[src/rtl/datapath_gen2_if.sv]
// Control, status and memory-handshake bundle for datapath_gen2.
// The slave modport is the datapath; the master modport is its sequencer/memory side.
interface datapath_gen2_if #(
  parameter int unsigned WIDTH  = 16,
  parameter int unsigned ADDR_W = 16
);
  logic              ab_en;
  logic [1:0]        alu_src1;
  logic [1:0]        alu_src2;
  logic [2:0]        alu_op;
  logic              res_en;
  logic              psr_en;
  logic              reg_we;
  logic [1:0]        wb_sel;
  logic              pc_en;
  logic [1:0]        pc_src;
  logic              mem_start;
  logic [1:0]        mem_kind;
  logic [WIDTH-1:0]  mem_rdata;
  logic              mem_ack;
  logic              mem_req;
  logic              mem_we;
  logic [ADDR_W-1:0] mem_addr;
  logic [WIDTH-1:0]  mem_wdata;
  logic              mem_busy;
  logic              mem_done;
  logic              mem_err;
  logic [15:0]       instr;
  logic [WIDTH-1:0]  pc;
  logic [4:0]        psr;
  logic              alu_zero;

  modport slave (
    input  ab_en, alu_src1, alu_src2, alu_op, res_en, psr_en, reg_we, wb_sel,
           pc_en, pc_src, mem_start, mem_kind, mem_rdata, mem_ack,
    output mem_req, mem_we, mem_addr, mem_wdata, mem_busy, mem_done, mem_err,
           instr, pc, psr, alu_zero
  );

  modport master (
    output ab_en, alu_src1, alu_src2, alu_op, res_en, psr_en, reg_we, wb_sel,
           pc_en, pc_src, mem_start, mem_kind, mem_rdata, mem_ack,
    input  mem_req, mem_we, mem_addr, mem_wdata, mem_busy, mem_done, mem_err,
           instr, pc, psr, alu_zero
  );
endinterface

[src/rtl/datapath_gen2.sv]
// Microcoded datapath: register file, A/B latches, ALU with PSR flags, PC unit
// and a two-state memory handshake FSM with ack timeout.
module datapath_gen2 #(
  parameter int unsigned WIDTH    = 16,
  parameter int unsigned NREG     = 16,
  parameter int unsigned ADDR_W   = 16,
  parameter int unsigned MAX_WAIT = 15
) (
  input  logic           clk,
  input  logic           reset,
  datapath_gen2_if.slave bus
);

  localparam int unsigned RIDX_W = (NREG > 1) ? $clog2(NREG) : 1;
  localparam int unsigned WAIT_W = $clog2(MAX_WAIT + 1);
  localparam int unsigned MSB    = WIDTH - 1;

  localparam logic [0:0] S_IDLE = 1'b0;
  localparam logic [0:0] S_REQ  = 1'b1;

  localparam logic [2:0] OP_ADD = 3'd0;
  localparam logic [2:0] OP_SUB = 3'd1;
  localparam logic [2:0] OP_AND = 3'd2;
  localparam logic [2:0] OP_OR  = 3'd3;
  localparam logic [2:0] OP_XOR = 3'd4;
  localparam logic [2:0] OP_MOV = 3'd5;
  localparam logic [2:0] OP_LSH = 3'd6;
  localparam logic [2:0] OP_CMP = 3'd7;

  localparam logic [1:0] K_FETCH = 2'd0;
  localparam logic [1:0] K_LOAD  = 2'd1;
  localparam logic [1:0] K_STORE = 2'd2;

  // architectural state
  logic [WIDTH-1:0]  r_rf [NREG];
  logic [WIDTH-1:0]  r_pc;
  logic [WIDTH-1:0]  r_a;
  logic [WIDTH-1:0]  r_b;
  logic [WIDTH-1:0]  r_res;
  logic [WIDTH-1:0]  r_mdr;
  logic [15:0]       r_instr;
  logic [4:0]        r_psr;

  // memory FSM state
  logic [0:0]        r_state;
  logic [0:0]        w_state_nxt;
  logic [WAIT_W-1:0] r_wait;
  logic [1:0]        r_kind;
  logic [ADDR_W-1:0] r_addr;
  logic [WIDTH-1:0]  r_wdata;
  logic              r_we;
  logic              r_done;
  logic              r_err;
  logic              w_start_ok;
  logic              w_ack_ok;
  logic              w_timeout;

  // datapath wires
  logic [RIDX_W-1:0] w_ra;
  logic [RIDX_W-1:0] w_rb;
  logic [WIDTH-1:0]  w_imm;
  logic [WIDTH-1:0]  w_src1;
  logic [WIDTH-1:0]  w_src2;
  logic [WIDTH:0]    w_sum;
  logic [WIDTH:0]    w_diff;
  logic [4:0]        w_sh;
  logic [5:0]        w_rmag;
  logic [WIDTH-1:0]  w_lsh;
  logic [WIDTH-1:0]  w_res;
  logic              w_c;
  logic              w_f;
  logic              w_l;
  logic              w_zero;
  logic [WIDTH-1:0]  w_wb;
  logic [WIDTH-1:0]  w_pc_nxt;

  assign w_ra  = r_instr[8 +: RIDX_W];
  assign w_rb  = r_instr[0 +: RIDX_W];
  assign w_imm = {{(WIDTH-8){r_instr[7]}}, r_instr[7:0]};

  // ALU operand selection
  always_comb begin
    w_src1 = r_pc;
    case (bus.alu_src1)
      2'b00: w_src1 = r_pc;
      2'b01: w_src1 = r_a;
      2'b10: w_src1 = '0;
      2'b11: w_src1 = WIDTH'(1);
    endcase
  end

  always_comb begin
    w_src2 = r_b;
    case (bus.alu_src2)
      2'b00: w_src2 = r_b;
      2'b01: w_src2 = w_imm;
      2'b10: w_src2 = WIDTH'(1);
      2'b11: w_src2 = '0;
    endcase
  end

  // Extended add/sub so the top bit is carry-out or borrow respectively
  assign w_sum  = {1'b0, w_src1} + {1'b0, w_src2};
  assign w_diff = {1'b0, w_src1} - {1'b0, w_src2};

  // Shift amount is a signed 5-bit field; negative values shift right logically
  assign w_sh   = w_src2[4:0];
  assign w_rmag = 6'd32 - {1'b0, w_sh};

  always_comb begin
    w_lsh = '0;
    if (!w_sh[4]) begin
      w_lsh = w_src1 << w_sh;
    end else if (32'(w_rmag) < WIDTH) begin
      w_lsh = w_src1 >> w_rmag;
    end
  end

  always_comb begin
    w_res = '0;
    w_c   = 1'b0;
    w_f   = 1'b0;
    w_l   = 1'b0;
    case (bus.alu_op)
      OP_ADD: begin
        w_res = w_sum[MSB:0];
        w_c   = w_sum[WIDTH];
        w_f   = (w_src1[MSB] == w_src2[MSB]) && (w_sum[MSB] != w_src1[MSB]);
      end
      OP_SUB, OP_CMP: begin
        w_res = w_diff[MSB:0];
        w_c   = w_diff[WIDTH];
        w_f   = (w_src1[MSB] != w_src2[MSB]) && (w_diff[MSB] != w_src1[MSB]);
        w_l   = (bus.alu_op == OP_CMP) && w_diff[WIDTH];
      end
      OP_AND: w_res = w_src1 & w_src2;
      OP_OR:  w_res = w_src1 | w_src2;
      OP_XOR: w_res = w_src1 ^ w_src2;
      OP_MOV: w_res = w_src2;
      OP_LSH: w_res = w_lsh;
    endcase
  end

  assign w_zero = (w_res == '0);

  always_comb begin
    w_wb = r_res;
    case (bus.wb_sel)
      2'b00: w_wb = r_res;
      2'b01: w_wb = r_mdr;
      2'b10: w_wb = r_pc;
      2'b11: w_wb = r_b;
    endcase
  end

  always_comb begin
    w_pc_nxt = r_pc + WIDTH'(1);
    case (bus.pc_src)
      2'b00: w_pc_nxt = r_pc + WIDTH'(1);
      2'b01: w_pc_nxt = r_b;
      2'b10: w_pc_nxt = r_pc + w_imm;
      2'b11: w_pc_nxt = '0;
    endcase
  end

  // Register file has no reset; reads see the pre-write value in the write cycle
  always_ff @(posedge clk) begin
    if (bus.reg_we) begin
      r_rf[w_ra] <= w_wb;
    end
  end

  always_ff @(posedge clk or posedge reset) begin
    if (reset) begin
      r_pc    <= '0;
      r_a     <= '0;
      r_b     <= '0;
      r_res   <= '0;
      r_mdr   <= '0;
      r_instr <= '0;
      r_psr   <= '0;
    end else begin
      if (bus.ab_en) begin
        r_a <= r_rf[w_ra];
        r_b <= r_rf[w_rb];
      end
      if (bus.res_en && (bus.alu_op != OP_CMP)) begin
        r_res <= w_res;
      end
      if (bus.psr_en) begin
        r_psr <= {w_res[MSB], w_zero, w_f, w_l, w_c};
      end
      if (bus.pc_en) begin
        r_pc <= w_pc_nxt;
      end
      if (w_ack_ok && (r_kind == K_FETCH)) begin
        r_instr <= bus.mem_rdata[15:0];
      end
      if (w_ack_ok && (r_kind == K_LOAD)) begin
        r_mdr <= bus.mem_rdata;
      end
    end
  end

  // Memory FSM state register
  always_ff @(posedge clk or posedge reset) begin
    if (reset) begin
      r_state <= S_IDLE;
    end else begin
      r_state <= w_state_nxt;
    end
  end

  // Next state; an ack on the final wait cycle wins over the timeout
  always_comb begin
    w_state_nxt = r_state;
    w_start_ok  = 1'b0;
    w_ack_ok    = 1'b0;
    w_timeout   = 1'b0;
    case (r_state)
      S_IDLE: begin
        if (bus.mem_start && (bus.mem_kind != 2'b11)) begin
          w_state_nxt = S_REQ;
          w_start_ok  = 1'b1;
        end
      end
      S_REQ: begin
        if (bus.mem_ack) begin
          w_state_nxt = S_IDLE;
          w_ack_ok    = 1'b1;
        end else if (r_wait == WAIT_W'(MAX_WAIT - 1)) begin
          w_state_nxt = S_IDLE;
          w_timeout   = 1'b1;
        end
      end
    endcase
  end

  // Transaction attributes captured at request entry and held until the next one
  always_ff @(posedge clk or posedge reset) begin
    if (reset) begin
      r_wait  <= '0;
      r_kind  <= K_FETCH;
      r_addr  <= '0;
      r_wdata <= '0;
      r_we    <= 1'b0;
      r_done  <= 1'b0;
      r_err   <= 1'b0;
    end else begin
      r_done <= w_ack_ok;
      r_err  <= w_timeout;
      if (w_start_ok) begin
        r_wait  <= '0;
        r_kind  <= bus.mem_kind;
        r_addr  <= (bus.mem_kind == K_FETCH) ? r_pc[ADDR_W-1:0] : r_b[ADDR_W-1:0];
        r_wdata <= r_a;
        r_we    <= (bus.mem_kind == K_STORE);
      end else if (r_state == S_REQ) begin
        if (!bus.mem_ack) begin
          r_wait <= r_wait + WAIT_W'(1);
        end
        if (w_state_nxt == S_IDLE) begin
          r_we <= 1'b0;
        end
      end
    end
  end

  assign bus.mem_req   = (r_state == S_REQ);
  assign bus.mem_busy  = (r_state != S_IDLE);
  assign bus.mem_we    = r_we;
  assign bus.mem_addr  = r_addr;
  assign bus.mem_wdata = r_wdata;
  assign bus.mem_done  = r_done;
  assign bus.mem_err   = r_err;
  assign bus.instr     = r_instr;
  assign bus.pc        = r_pc;
  assign bus.psr       = r_psr;
  assign bus.alu_zero  = w_zero;

endmodule

[src/flat_wrapper.sv]
// flat-port wrapper written by rule: the top's interface ports become plain ports
module datapath_gen2_flat 
#(
  parameter int unsigned WIDTH    = 16,
  parameter int unsigned NREG     = 16,
  parameter int unsigned ADDR_W   = 16,
  parameter int unsigned MAX_WAIT = 15
)
  (clk, reset, bus_ab_en, bus_alu_src1, bus_alu_src2, bus_alu_op, bus_res_en, bus_psr_en, bus_reg_we, bus_wb_sel, bus_pc_en, bus_pc_src, bus_mem_start, bus_mem_kind, bus_mem_rdata, bus_mem_ack, bus_mem_req, bus_mem_we, bus_mem_addr, bus_mem_wdata, bus_mem_busy, bus_mem_done, bus_mem_err, bus_instr, bus_pc, bus_psr, bus_alu_zero);
  datapath_gen2_if #(.WIDTH(WIDTH), .ADDR_W(ADDR_W)) bus_i ();
  input  logic clk;
  input  logic reset;
  input wire logic [$bits(bus_i.ab_en)-1:0] bus_ab_en;
  input wire logic [$bits(bus_i.alu_src1)-1:0] bus_alu_src1;
  input wire logic [$bits(bus_i.alu_src2)-1:0] bus_alu_src2;
  input wire logic [$bits(bus_i.alu_op)-1:0] bus_alu_op;
  input wire logic [$bits(bus_i.res_en)-1:0] bus_res_en;
  input wire logic [$bits(bus_i.psr_en)-1:0] bus_psr_en;
  input wire logic [$bits(bus_i.reg_we)-1:0] bus_reg_we;
  input wire logic [$bits(bus_i.wb_sel)-1:0] bus_wb_sel;
  input wire logic [$bits(bus_i.pc_en)-1:0] bus_pc_en;
  input wire logic [$bits(bus_i.pc_src)-1:0] bus_pc_src;
  input wire logic [$bits(bus_i.mem_start)-1:0] bus_mem_start;
  input wire logic [$bits(bus_i.mem_kind)-1:0] bus_mem_kind;
  input wire logic [$bits(bus_i.mem_rdata)-1:0] bus_mem_rdata;
  input wire logic [$bits(bus_i.mem_ack)-1:0] bus_mem_ack;
  output wire logic [$bits(bus_i.mem_req)-1:0] bus_mem_req;
  output wire logic [$bits(bus_i.mem_we)-1:0] bus_mem_we;
  output wire logic [$bits(bus_i.mem_addr)-1:0] bus_mem_addr;
  output wire logic [$bits(bus_i.mem_wdata)-1:0] bus_mem_wdata;
  output wire logic [$bits(bus_i.mem_busy)-1:0] bus_mem_busy;
  output wire logic [$bits(bus_i.mem_done)-1:0] bus_mem_done;
  output wire logic [$bits(bus_i.mem_err)-1:0] bus_mem_err;
  output wire logic [$bits(bus_i.instr)-1:0] bus_instr;
  output wire logic [$bits(bus_i.pc)-1:0] bus_pc;
  output wire logic [$bits(bus_i.psr)-1:0] bus_psr;
  output wire logic [$bits(bus_i.alu_zero)-1:0] bus_alu_zero;
  assign bus_i.ab_en = bus_ab_en;
  assign bus_i.alu_src1 = bus_alu_src1;
  assign bus_i.alu_src2 = bus_alu_src2;
  assign bus_i.alu_op = bus_alu_op;
  assign bus_i.res_en = bus_res_en;
  assign bus_i.psr_en = bus_psr_en;
  assign bus_i.reg_we = bus_reg_we;
  assign bus_i.wb_sel = bus_wb_sel;
  assign bus_i.pc_en = bus_pc_en;
  assign bus_i.pc_src = bus_pc_src;
  assign bus_i.mem_start = bus_mem_start;
  assign bus_i.mem_kind = bus_mem_kind;
  assign bus_i.mem_rdata = bus_mem_rdata;
  assign bus_i.mem_ack = bus_mem_ack;
  assign bus_mem_req = bus_i.mem_req;
  assign bus_mem_we = bus_i.mem_we;
  assign bus_mem_addr = bus_i.mem_addr;
  assign bus_mem_wdata = bus_i.mem_wdata;
  assign bus_mem_busy = bus_i.mem_busy;
  assign bus_mem_done = bus_i.mem_done;
  assign bus_mem_err = bus_i.mem_err;
  assign bus_instr = bus_i.instr;
  assign bus_pc = bus_i.pc;
  assign bus_psr = bus_i.psr;
  assign bus_alu_zero = bus_i.alu_zero;
  datapath_gen2 #(.WIDTH(WIDTH), .NREG(NREG), .ADDR_W(ADDR_W), .MAX_WAIT(MAX_WAIT)) u_core (.clk(clk), .reset(reset), .bus(bus_i));
endmodule
[config.mk]
export PLATFORM = sky130hd
export DESIGN_NAME = datapath_gen2_flat
export DESIGN_NICKNAME = d
export VERILOG_FILES = /design/src/rtl/datapath_gen2_if.sv /design/src/rtl/datapath_gen2.sv /design/src/flat_wrapper.sv
export SDC_FILE = /design/constraint.sdc
export NUM_CORES = 1
export LEC_CHECK = 0
export CORE_MARGIN = 1
export CORE_UTILIZATION = 35
export CTS_CLUSTER_DIAMETER = 100
export DETAILED_ROUTE_END_ITERATION = 6
export PLACE_DENSITY_LB_ADDON = 0.2
export REMOVE_ABC_BUFFERS = 1
export SLEW_MARGIN = 0
export SYNTH_ARGS = -nofsm -noshare
export SYNTH_HDL_FRONTEND = slang
export SYNTH_SLANG_ARGS = --single-unit
[constraint.sdc]
create_clock -name clk -period 14.9 [get_ports clk]
set_clock_uncertainty 0.15 [all_clocks]
set_input_delay 2.235 -clock clk [delete_from_list [all_inputs] [get_ports clk]]
set_output_delay 2.235 -clock clk [all_outputs]
set_load 0.05 [all_outputs]
==> impl_metrics.yaml, run 1 <==
outcome:
  status: "complete, no violations"
setup_path:
  crit_path_end_kind: "primary output"
  worst-r2r-cell-count: 14
  start_kind: "primary input"
  crit_fanout: 28
  critical_path_class: "primary input to primary output"
  worstPathRequired_ns: 12.52
  reg2reg_to: "u_core.bus.psr[3]"
  r2r_slack_ns: 9.92
  crit_arrival_ns: 8.19
  reg2reg_from: "u_core.r_b[1]"
detailed_routing:
  dr.first_iter.drc_count: 1659
  dr_total_vias: 16490
  antenna_left: 0
  vias_per_cell: 6.019
  routedWlPerCell_um: 28.66
  firstDrtPassIters: 7
  drc: 0
  drt_wl_total_um: 78520
die:
  core-area_mm2: 0.06493
  start_util: 0.3564
  die_w_um: 259.1
  io_pins: 113
  die_h_um: 259.1
  dieArea_mm2: 0.06714
  row_count: 93
sta:
  period_needed_ns: 10.57
  slew_violations: 0
  tightestPinTransition_ns: 1.184
  grt_setup_unrepaired: "false"
  finalHoldViolations: 0
  period_share: 0.7096
  relSlewSlack: 0.2035
  setup_slack_ns: 4.326
  setup_viol: 0
  setup_tns_ns: 0
  timing.fmax_ghz: 0.09457
final_layout:
  area_delta_synth_final_pct: 16.12
  diodes: 0
  fin_util: 0.4138
  final_common_cell: "edfxtp_1"
  final_cell_mix: "edfxtp_1 (256), mux4_2 (186), nand2_1 (161)"
  finalNetCount: 1959
  drive_gt1_frac: 0.2324
cts:
  h-tree-depth: 2
  postCtsSetupBuffers: 0
  root_buffer: "clkbuf_16"
  cts_hold_buf: 0
  clk_latency_ns: 0.59
  cts_tree: "yes"
  clk_path_buf_depth: 3
  numCtsBuffers: 42
  clk_pin_slew_ns: 0.06
  post_cts_resized: 0
  numClockSinks: 399
global_routing:
  grt_usage: 0.2362
  use_met2: 0.3948
  grt_busiest_layer: "met2"
  grt_first_pass_wirelength_um: 115600
  grt_use_met3: 0.03202
  grt_pass1_vias: 16660
  grt_max_degree: 76
  met1_usage: 0.3116
  antenna_found_initial: 1
  grt_overflow: 0
yosys:
  postSynth.asyncResetShare: 0.3584
  synth_area_mm2: 0.02314
  synth-edff-count: 256
  ys_seq_area_frac: 0.4869
  synth_cell_types: 82
  yosysWarningCount: 0
  yosys_most_used_dff: "edfxtp_1"
  yosysTopAreaCell: "edfxtp_1"
  synth_top_cells_by_area: "edfxtp_1 (33%), mux4_2 (18%), dfrtp_1 (15%)"
  synth-seq-cells: 399
  synth_cells: 1763
  syn_area_per_cell_um2: 13.12
  yosys.area.top_type_share: 0.3322
hold_path:
  min_path_type: "register to register"
  hold_end: "u_core.bus.mem_wdata[12]"
  hold_path_startpoint: "u_core.bus.mem_wdata[12]"
  hold_depth: 2
place:
  port_buffers: 112
  hpwl_um: 54260
  gp_congestion: 0.9946
  place_ws_ns: 4.484
power_and_ir_drop:
  p_leak_nw: 9.724
  p_per_area_mw_per_mm2: 212.2
  ir_drop_v: 0.0001133
flow_run:
  maxCapViolations: 0
==> registers in the layout, summed over array words and instances (netlist names) <==
signal and flops:
u_core.r_rf 256, u_core.bus.mem_we 1, u_core.bus.instr 16, u_core.r_wait 4
u_core.bus.mem_addr 16, u_core.r_b 16, u_core.r_a 16, u_core.bus.psr 5
u_core.r_kind 2, u_core.bus.pc 16, u_core.bus.mem_done 1, u_core.r_res 16
u_core.bus.mem_err 1, u_core.bus.mem_busy 1, u_core.r_mdr 16, u_core.bus.mem_wdata 16
==> worst max path at each step <==
stage	to	start	cells past startpoint
2_1_floorplan	bus_alu_zero	u_core.bus.instr[0]	11
3_3_place_gp	bus_alu_zero	bus_alu_src2[0]	17
3_5_place_dp	bus_alu_zero	bus_alu_src2[0]	17
4_1_cts	bus_alu_zero	bus_alu_src2[0]	17
5_1_grt	bus_alu_zero	bus_alu_src2[0]	17
6_report	bus_alu_zero	bus_alu_src2[0]	17
==> critical path, cell delays in order <==
cell and delay, ns:
clkdlybuf4s50_1 0.45, buf_4 0.31, mux2_2 0.42, nand2_1 0.51, inv_2 0.36, fa_1 0.50
nand2b_1 0.11, a221oi_1 0.12, o21ai_0 0.59, a211oi_1 0.18, a211oi_1 0.48, o31ai_1 0.18
or3_1 0.32, o311ai_0 0.13, o21bai_1 0.18, nor3_1 0.21, clkdlybuf4s50_1 0.85
==> cell usage after synthesis (all sizes together) (7+ instances only) <==
cell type	number
and3	7
nand2	161
xnor2	10
nand3b	9
or3	10
dfrtp	143
xor2	12
and2	10
o211ai	15
nand2b	23
a211oi	17
buf	38
a221o	8
clkbuf	81
a221oi	13
a21o	9
o21ai	79
o221ai	17
nor2	89
mux2i	57
o311ai	10
ha	67
nor2b	10
a21oi	70
inv	67
o31ai	7
nor3	40
edfxtp	256
mux2	78
nor4	7
or2	9
nand3	24
a31oi	7
o21a	16
o22ai	15
o21bai	9
mux4	186
==> power by group <==
part           internal (W)  switching (W)  leakage (nW)  total, W
Sequential          0.00154       0.000254          4.06   0.00179
Combinational       0.00112        0.00162          4.92   0.00275
Clock              0.000703       0.000460         0.747   0.00116
==> through the flow <==
| stage | hold slack (ns) | instances | power [W] | area (µm²) |
|---|---|---|---|---|
| 4_1_cts | 0.3340 | 2740 | 0.005718 | 26870 |
| 3_3_place_gp | 0.3191 | 2662 | 0.004521 | 25350 |
| 3_5_place_dp | 0.3181 | 2662 | 0.004542 | 25350 |
| 6_report | 0.3265 | 2740 | 0.005701 | 26870 |
| 2_1_floorplan | 0.2939 | 1644 | 0.003602 | 22660 |
| 5_1_grt | 0.3583 | 2740 | 0.005964 | 26870 |
==> layer usage <==
metal / vias to the layer above / wire (µm)
li1: 7085 / -
met1: 8658 / 32070
met2: 610 / 38600
met3: 140 / 4925
met4: 0 / 2926
met5: - / 0
==> cell families after synthesis <==
kind of cell    count (synthesis)  synth area share
fa+ha+maj                      70           0.03883
simple gates                  414           0.08479
flops                         399            0.4869
buf+inv                       186           0.03174
mux                           321            0.2438
compound gates                351            0.1045
xor+xnor                       22          0.009463
==> layout make-up <==
type | instances | area (µm²)
Clock inverter | 22 | 379.1
Fill cell | 6048 | 38060
Timing Repair Buffer | 163 | 1499
Tap cell | 855 | 1070
Multi-Input combinational cell | 1178 | 11240
Clock buffer | 56 | 1144
Sequential cell | 399 | 11280
Inverter | 67 | 259.0
(Power assumes the default switching activity.)
==> run 2, diff against run 1 <==
==> constraint.sdc (replaced) <==
create_clock -name clk -period 11.1 [get_ports clk]
set_clock_uncertainty 0.15 [all_clocks]
set_input_delay 1.665 -clock clk [delete_from_list [all_inputs] [get_ports clk]]
set_output_delay 1.665 -clock clk [all_outputs]
set_load 0.05 [all_outputs]
==> impl_metrics.yaml, run 2 (same netlist as run 1, synthesis figures left out) <==
outcome:
  status: "complete, no violations"
final_layout:
  area_delta_synth_final_pct: 15.80
  fin_util: 0.4126
  finalNetCount: 1968
  fin_cells: 2748
  drive_gt1_frac: 0.2327
  largest_register: "u_core.r_rf"
  largest_reg_flops: 256
  final_common_cell: "edfxtp_1"
  final_cell_mix: "edfxtp_1 (256), mux4_2 (186), nand2_1 (161)"
setup_path:
  worst-r2r-cell-count: 15
  cp.depth: 17
  cp_cell_sequence: "clkdlybuf4s50_1, nand3b_1, nand2_1, ha_1, inv_1, fa_1, a211oi_1, o21ai_0, a31oi_1, xnor2_1, o21ai_0, a211oi_1, o21ai_0, nand4bb_1, nand4b_4, nor3_1, clkdlybuf4s50_1"
  r2r_slack_ns: 5.93
  worst-path-buf-inv: 3
  critical_path_class: "primary input to primary output"
  reg2reg_from: "u_core.bus.instr[0]"
  worstPathRequired_ns: 9.29
  start_kind: "primary input"
  crit_path_end_kind: "primary output"
  path_delay_family: "buffers and inverters"
  critPathMaxStageDelay_ns: 0.86
  reg2reg_to: "u_core.bus.psr[3]"
  cp_slowest_cell: "clkdlybuf4s50_1"
  crit_fanout: 20
  crit_arrival_ns: 7.57
  path_common_cell: "o21ai_0"
cts:
  numClockSinks: 399
  clk_latency_ns: 0.59
  clk_path_buf_depth: 3
  cts_tree: "yes"
  root_buffer: "clkbuf_16"
  cts_hold_buf: 0
  h-tree-depth: 2
  post_cts_resized: 0
  clk_pin_slew_ns: 0.06
  postCtsSetupBuffers: 0
  numCtsBuffers: 43
detailed_routing:
  dr.first_iter.drc_count: 1568
  drc: 0
  antenna_left: 0
  firstDrtPassIters: 5
  vias_per_cell: 5.972
  routedWlPerCell_um: 28.86
  drt_wl_total_um: 79320
  dr_total_vias: 16410
global_routing:
  antenna_found_initial: 2
  grt_first_pass_wirelength_um: 115400
  grt_overflow: 0
  grt_max_degree: 83
  grt_usage: 0.2372
  grt_pass1_vias: 16570
sta:
  period_share: 0.8457
  timing.fmax_ghz: 0.1065
  finalHoldViolations: 0
  grt_setup_unrepaired: "false"
  tightestPinTransition_ns: 1.271
  slew_violations: 0
  setup_tns_ns: 0
  relSlewSlack: 0.1479
  period_needed_ns: 9.387
  setup_viol: 0
power_and_ir_drop:
  p_per_area_mw_per_mm2: 281.5
  ir_drop_v: 0.0001680
  p_leak_nw: 9.704
die:
  core-area_mm2: 0.06493
  die_w_um: 259.1
  start_util: 0.3564
  row_count: 93
  die_h_um: 259.1
  io_pins: 113
  dieArea_mm2: 0.06714
flow_run:
  maxCapViolations: 0
place:
  hpwl_um: 55190
  gp_congestion: 1.006
  port_buffers: 112
  placed_cells: 2670
hold_path:
  min_path_type: "register to register"
  hold_end: "u_core.bus.mem_wdata[4]"
  hold_path_startpoint: "u_core.bus.mem_wdata[4]"
  hold_depth: 2
run 2: how the worst max path moves through the flow:
stage,startpoint,endpoint,slack [ns]
after floorplan,u_core.bus.instr[0],bus_alu_zero,1.44
after global placement,bus_alu_src2[1],bus_alu_zero,1.85
after detailed placement,bus_alu_src2[1],bus_alu_zero,1.81
after CTS,bus_alu_src2[1],bus_alu_zero,1.75
after global routing,bus_alu_src2[1],bus_alu_zero,1.40
final,bus_alu_src2[1],bus_alu_zero,1.71
run 2: final cells by class:
type / count / area [µm²]
fillers: 6048 / 38140
repair buffers: 171 / 1559
well taps: 855 / 1070
flip-flops and latches: 399 / 11280
multi-input cells: 1178 / 11220
inverters: 67 / 259.0
clock buffers: 56 / 1165
clock inverters: 20 / 237.7
diodes: 2 / 5.005
run 2: power by group:
part	leakage [nW]	total, W	switching (W)	internal [W]
Combinational	4.96	0.00364	0.00213	0.00151
Sequential	4.06	0.00245	0.000382	0.00206
Clock	0.685	0.00145	0.000615	0.000838
Total	9.70	0.00754	0.00313	0.00441
run 2: worst min-delay path: stages (launching register included):
cell	delay (ns)
dfrtp_1	0.34
nand2_1	0.05
nand2_1	0.06
run 2: layer usage:
metal,share of wire,vias up,wire (µm),global-route usage
met2,0.51,596,40250,0.4093
li1,-,7108,-,-
met4,0.030,0,2419,0.07890
met3,0.055,130,4359,0.02792
met1,0.41,8576,32290,0.3091
met5,0,-,0,0
run 2: stage by stage:
stage / cell area, µm² / hold WS (ns) / power, W / setup WS, ns
2_1_floorplan: 22660 / 0.2939 / 0.004835 / 1.439
3_3_place_gp: 25390 / 0.3133 / 0.006084 / 1.855
3_5_place_dp: 25390 / 0.3154 / 0.006098 / 1.811
4_1_cts: 26790 / 0.3308 / 0.007567 / 1.754
5_1_grt: 26790 / 0.3479 / 0.007880 / 1.400
6_report: 26790 / 0.3251 / 0.007541 / 1.713
